**src/rtl/room_light_arbiter.sv**
```systemverilog
// room_light_arbiter: shares MAX_ON lamp slots among N_ROOMS occupancy requesters.
// Rooms are granted round-robin, one new grant per cycle. A lit room keeps its lamp
// for HOLD_CYC cycles after it goes vacant, then gives the slot back.
//
//  state | meaning
//  IDLE  | no lamp lit and no room requesting
//  RUN   | lamps lit or requests waiting, slots available or nothing blocked
//  FULL  | every slot in use while at least one room is still waiting
module room_light_arbiter #(
    parameter int N_ROOMS  = 8,
    parameter int MAX_ON   = 5,
    parameter int HOLD_CYC = 10,
    parameter int CNT_W    = 4
) (
    input  logic                         clk,
    input  logic                         rst_n,
    input  logic                         enable,
    input  logic [N_ROOMS-1:0]           rooms,
    output logic [N_ROOMS-1:0]           lightson,
    output logic [N_ROOMS*CNT_W-1:0]     countdown,
    output logic [$clog2(N_ROOMS+1)-1:0] active_cnt,
    output logic [N_ROOMS-1:0]           pending,
    output logic                         full,
    output logic [1:0]                   state
);

    localparam int AW = $clog2(N_ROOMS + 1);
    localparam int PW = $clog2(N_ROOMS);
    localparam logic [AW-1:0]    MAX_C  = AW'(MAX_ON);
    localparam logic [CNT_W-1:0] HOLD_C = CNT_W'(HOLD_CYC);

    typedef enum logic [1:0] {
        IDLE = 2'd0,
        RUN  = 2'd1,
        FULL = 2'd2
    } state_t;

    state_t                   st;
    state_t                   st_nxt;
    logic [PW-1:0]            rr_ptr;
    logic [PW-1:0]            gnt_idx;
    logic [PW-1:0]            scan_idx;
    logic                     found;
    logic                     do_grant;
    logic [N_ROOMS-1:0]       lit_nxt;
    logic [N_ROOMS*CNT_W-1:0] cd_nxt;
    logic [AW-1:0]            cnt_nxt;

    assign pending = rooms & ~lightson;
    assign state   = st;

    // Round-robin search: first pending room at or after rr_ptr, wrapping.
    always_comb begin
        found    = 1'b0;
        gnt_idx  = '0;
        scan_idx = '0;
        for (int k = 0; k < N_ROOMS; k++) begin
            scan_idx = PW'((int'(rr_ptr) + k) % N_ROOMS);
            if (!found && pending[scan_idx]) begin
                found   = 1'b1;
                gnt_idx = scan_idx;
            end
        end
    end

    // A grant only looks at the pre-edge count, so a slot freed this edge is reusable next edge.
    assign do_grant = enable && found && (active_cnt < MAX_C);

    // Next lamp/timer values, their popcount, and the FSM state derived from them.
    always_comb begin
        lit_nxt = lightson;
        cd_nxt  = countdown;
        cnt_nxt = '0;
        for (int i = 0; i < N_ROOMS; i++) begin
            if (lightson[i]) begin
                if (rooms[i]) begin
                    cd_nxt[i*CNT_W +: CNT_W] = HOLD_C;
                end else if (countdown[i*CNT_W +: CNT_W] > CNT_W'(1)) begin
                    cd_nxt[i*CNT_W +: CNT_W] = countdown[i*CNT_W +: CNT_W] - CNT_W'(1);
                end else begin
                    cd_nxt[i*CNT_W +: CNT_W] = '0;
                    lit_nxt[i]               = 1'b0;
                end
            end else if (do_grant && (gnt_idx == PW'(i))) begin
                lit_nxt[i]               = 1'b1;
                cd_nxt[i*CNT_W +: CNT_W] = HOLD_C;
            end else begin
                cd_nxt[i*CNT_W +: CNT_W] = '0;
            end
        end
        for (int i = 0; i < N_ROOMS; i++) begin
            cnt_nxt = cnt_nxt + AW'(lit_nxt[i]);
        end
        if ((lit_nxt == '0) && (rooms == '0)) begin
            st_nxt = IDLE;
        end else if ((cnt_nxt == MAX_C) && ((rooms & ~lit_nxt) != '0)) begin
            st_nxt = FULL;
        end else begin
            st_nxt = RUN;
        end
    end

    // Register lamps, timers, count, pointer and FSM state together.
    always_ff @(posedge clk) begin
        if (!rst_n) begin
            lightson   <= '0;
            countdown  <= '0;
            active_cnt <= '0;
            rr_ptr     <= '0;
            st         <= IDLE;
            full       <= 1'b0;
        end else begin
            lightson   <= lit_nxt;
            countdown  <= cd_nxt;
            active_cnt <= cnt_nxt;
            st         <= st_nxt;
            full       <= (st_nxt == FULL);
            if (do_grant) begin
                rr_ptr <= (gnt_idx == PW'(N_ROOMS - 1)) ? '0 : gnt_idx + PW'(1);
            end
        end
    end

endmodule

```
**config.mk**
```make
export PLATFORM = sky130hd
export DESIGN_NAME = room_light_arbiter
export DESIGN_NICKNAME = d
export VERILOG_FILES = /design/src/rtl/room_light_arbiter.sv
export SDC_FILE = /design/constraint.sdc
export NUM_CORES = 1
export LEC_CHECK = 0
export CORE_ASPECT_RATIO = 0.7
export CORE_UTILIZATION = 45
export CTS_CLUSTER_DIAMETER = 80
export DETAILED_ROUTE_END_ITERATION = 16
export GPL_TIMING_DRIVEN = 0
export HOLD_SLACK_MARGIN = 0.15
export PLACE_DENSITY = 0.67
export SLEW_MARGIN = 20
export SYNTH_ARGS = -nofsm -noshare
export SYNTH_HDL_FRONTEND = slang
export SYNTH_SLANG_ARGS = --single-unit
```
**constraint.sdc**
```tcl
create_clock -name clk -period 10.4 [get_ports clk]
set_input_delay 3.12 -clock clk [delete_from_list [all_inputs] [get_ports clk]]
set_output_delay 3.12 -clock clk [all_outputs]
set_load 0.01 [all_outputs]
```
==> results of run 1 <==
==> worst max-delay path: stages <==
cell,delay (ns)
clkdlybuf4s50_1,0.52
nand2b_2,0.19
inv_1,0.15
mux4_2,0.52
mux2i_1,0.30
nand2b_1,0.20
o2bb2ai_1,0.08
mux2_2,0.28
o32ai_1,0.13
o221ai_1,0.23
a22oi_1,0.26
ha_1,0.25
inv_1,0.10
a2111oi_2,0.39
nor2_1,0.15
fa_1,0.52
fa_1,0.57
fa_1,0.43
inv_1,0.07
ha_1,0.16
inv_1,0.06
fa_1,0.41
nand3_1,0.09
o21ai_0,0.07
and3_1,0.22
o41a_1,0.12
nor4_1,0.28
==> metal layers <==
layer  track usage [%]  vias up  wire (µm)
met5                 0        -          0
met4              6.76        0        102
met3              6.41        8        725
met2              37.5      110       4330
met1              35.4     1634       5080
li1                  -     1665          -
==> final cells by class <==
type	instances	area share (%)
buffer	13	2.01
sequential	49	21.0
multi-input combinational	308	53.2
timing repair buffer	64	13.7
inverter	52	4.34
clock inverter	1	0.161
clock buffer	7	2.84
tap	101	2.71
==> metrics by stage <==
step	setup WS [ns]	cell area [µm²]
after CTS	0.709	4670
after global placement	0.545	4530
after floorplan	1.74	3760
after detailed placement	0.438	4530
after global routing	0.247	4670
final	0.685	4670
==> layout by cell type, fill, tap and decap left out, drive strengths merged, types with 9 or more instances in the layout <==
cell / instances
clkdlybuf4s50: 64
inv: 51
dfxtp: 49
nor2: 44
ha: 27
nor3: 23
a21oi: 19
nand2: 18
o21ai: 16
mux4: 14
xnor2: 12
nand2b: 12
clkbuf: 11
mux2i: 9
buf: 9
==> synth_stat cells, drive strengths merged (2+ instances only) <==
| master | instances | share of area [%] |
|---|---|---|
| inv | 51 | 5.3 |
| dfxtp | 49 | 26 |
| nor2 | 44 | 4.4 |
| ha | 27 | 9.0 |
| nor3 | 23 | 3.1 |
| a21oi | 19 | 2.5 |
| nand2 | 18 | 1.9 |
| o21ai | 16 | 2.1 |
| mux4 | 14 | 8.9 |
| nand2b | 12 | 2.7 |
| xnor2 | 12 | 2.8 |
| buf | 9 | 2.1 |
| mux2i | 9 | 2.5 |
| a211oi | 7 | 1.4 |
| a31oi | 7 | 1.2 |
| o21a | 7 | 1.4 |
| mux2 | 6 | 1.9 |
| a21o | 5 | 1.0 |
| nand3b | 5 | 1.0 |
| nor4 | 5 | 0.83 |
| and2 | 4 | 0.67 |
| clkbuf | 4 | 0.43 |
| fa | 4 | 2.1 |
| nand3 | 4 | 0.53 |
| nor2b | 4 | 0.67 |
| o41ai | 4 | 0.93 |
| a21boi | 3 | 0.70 |
| nand4 | 3 | 0.50 |
| nand4b | 3 | 0.70 |
| or3b | 3 | 0.70 |
| xor2 | 3 | 0.70 |
| a2111oi | 2 | 0.67 |
| and3 | 2 | 0.37 |
| nor4b | 2 | 0.47 |
| nor4bb | 2 | 0.53 |
| o22ai | 2 | 0.33 |
| o31a | 2 | 0.47 |
| o31ai | 2 | 0.40 |
==> flip-flops by register name (all words and copies together) (netlist names) <==
name / flops
lightson: 8
full: 1
rr_ptr: 3
countdown: 32
state: 1
active_cnt: 4
==> kinds of logic (layout without fill, tap and decap cells) <==
| kind of cell | after synthesis | in the layout |
|---|---|---|
| simple gates | 139 | 139 |
| compound gates | 94 | 94 |
| buf+inv | 65 | 137 |
| flops | 49 | 49 |
| fa+ha+maj | 31 | 31 |
| mux | 29 | 29 |
| xor+xnor | 15 | 15 |
==> how the worst max path moves through the flow <==
stage              from       end  depth (start not counted)
2_1_floorplan  rooms[7]  state[0]                         26
3_3_place_gp   rooms[2]  state[0]                         27
3_5_place_dp   rooms[2]  state[0]                         27
4_1_cts        rooms[2]  state[0]                         27
5_1_grt        rooms[7]  state[0]                         27
6_report       rooms[2]  state[0]                         27
==> power by group <==
| part | internal (µW) | switching (µW) | leakage [µW] |
|---|---|---|---|
| clock | 89.4 | 70.8 | 0.0000641 |
| sequential | 224 | 37.3 | 0.000397 |
| combinational | 401 | 500 | 0.00139 |
| total | 715 | 608 | 0.00185 |
==> qor.yml, run 1 <==
outcome:
  status: "finished with violations"
  violations: "DRC"
timing:
  fmax_mhz: 103
  setup_viol: 0
  rsz0062_at_grt: "no"
  fin_crit_ns: 9.71
  fin_hold_ws_ns: 0.480
  worst_slew_pin_slew_ns: 0.623
  fin_crit_sh_pct: 93.4
  fin_setup_tns_ns: 0
  slew_violations: 0
  slew-limit-headroom_pct: 58.3
  final.setup_skew_ns: 0.00495
  finalHoldViolations: 0
detailed_routing:
  wl_per_cell_um: 17.2
  drc: 8
  vias: 3417
  antenna_left: 0
  drt_pass1_iterations: 11
  drtIter0Drc: 185
  vias_per_cell: 5.74
  routed_wl_um: 10200
clocking:
  cts_tree: "built"
  cts.sinks: 49
  ctsResizeCount: 0
  clk_latency_ns: 0.30
  numCtsBuffers: 5
  clock-root-buffer: "clkbuf_16"
  path_clk_slew_ns: 0.07
  cts_htree_levels: 2
  cts_hold_buf: 0
  postCtsSetupBuffers: 0
  cts_buffer_depth: 2
floorplanning:
  rows: 27
  ios: 66
  die-width_um: 111
  fp.coreArea_um2: 7970
  die_h_um: 78.5
  dieArea_um2: 8740
  start_util_pct: 47.2
worst_hold_path:
  holdPathEnd: "countdown[4]"
  hold_path.startpoint: "countdown[4]"
  hold_path_depth: 1
  hold_path_class: "flop to flop"
yosys:
  synthMuxAreaShare_pct: 13.3
  yosysWarnings: 0
  synth-xor-area-share_pct: 3.49
  synthCells: 422
  synth_top_family_by_area: "simple AND/OR/NAND/NOR gates"
  ys_seq_area_share_pct: 26.1
  ys_ff_latch: 49
  async_reset_ff_share_pct: 0
  synth-edff-count: 0
  synth_cell_types: 80
  syn_area_per_cell_um2: 8.92
  synthAdderAreaFrac_pct: 11.1
  synth_nets: 464
  synthSimpleGateAreaFrac_pct: 20.2
  syn_area_um2: 3760
  synth_compound_gate_area_share_pct: 18.0
  synthFlopType: "dfxtp_1"
placed_design:
  io_buffers: 64
  gp_congestion: 0.935
  dp_cells: 587
  hpwlAfterDp_um: 8110
power:
  finalPower_uw: 1320
  ir_worst_vdd_v: 0.000121
  power.leakage_uw: 0.00185
  powerDensity_nw_per_um2: 283
cells_and_area:
  multi_input_area_um2: 2480
  num-fill-cells: 726
  ff_latch_area_um2: 981
  layout-drive-gt1-share_pct: 10.9
  utilization_pct: 58.6
  area_delta_synth_final_pct: 24.1
  nets: 535
  num_antenna_cells: 0
  finalNonFillerCells: 595
global_route:
  antenna_found_initial: 0
  grt_util_all_layers_pct: 25.0
  grt_pass1_vias: 3355
  grt_max_degree: 15
  grt_pass1_wl_um: 17000
  overflow: 0
worst_setup_path:
  worstRegToRegCells: 28
  rr_startpoint: "rr_ptr[1]"
  path_class: "input pin to flop"
  cp-end-kind: "flop"
  worst_ep_required_time_ns: 10.59
  rrSetupSlack_ns: 3.33
  crit_arrival_ns: 9.91
  startpoint_type: "input pin"
  r2r-end: "state[0]"
  crit_fanout: 7
job:
  maxCapViolations: 0
Power figures use the tool's default switching activity.
==> run 2: changes to the inputs <==
- HOLD_SLACK_MARGIN: 0.15 -> 0.06
==> results of run 2 <==
No change in the layout: final DEF, timing and power equal those of run 1.
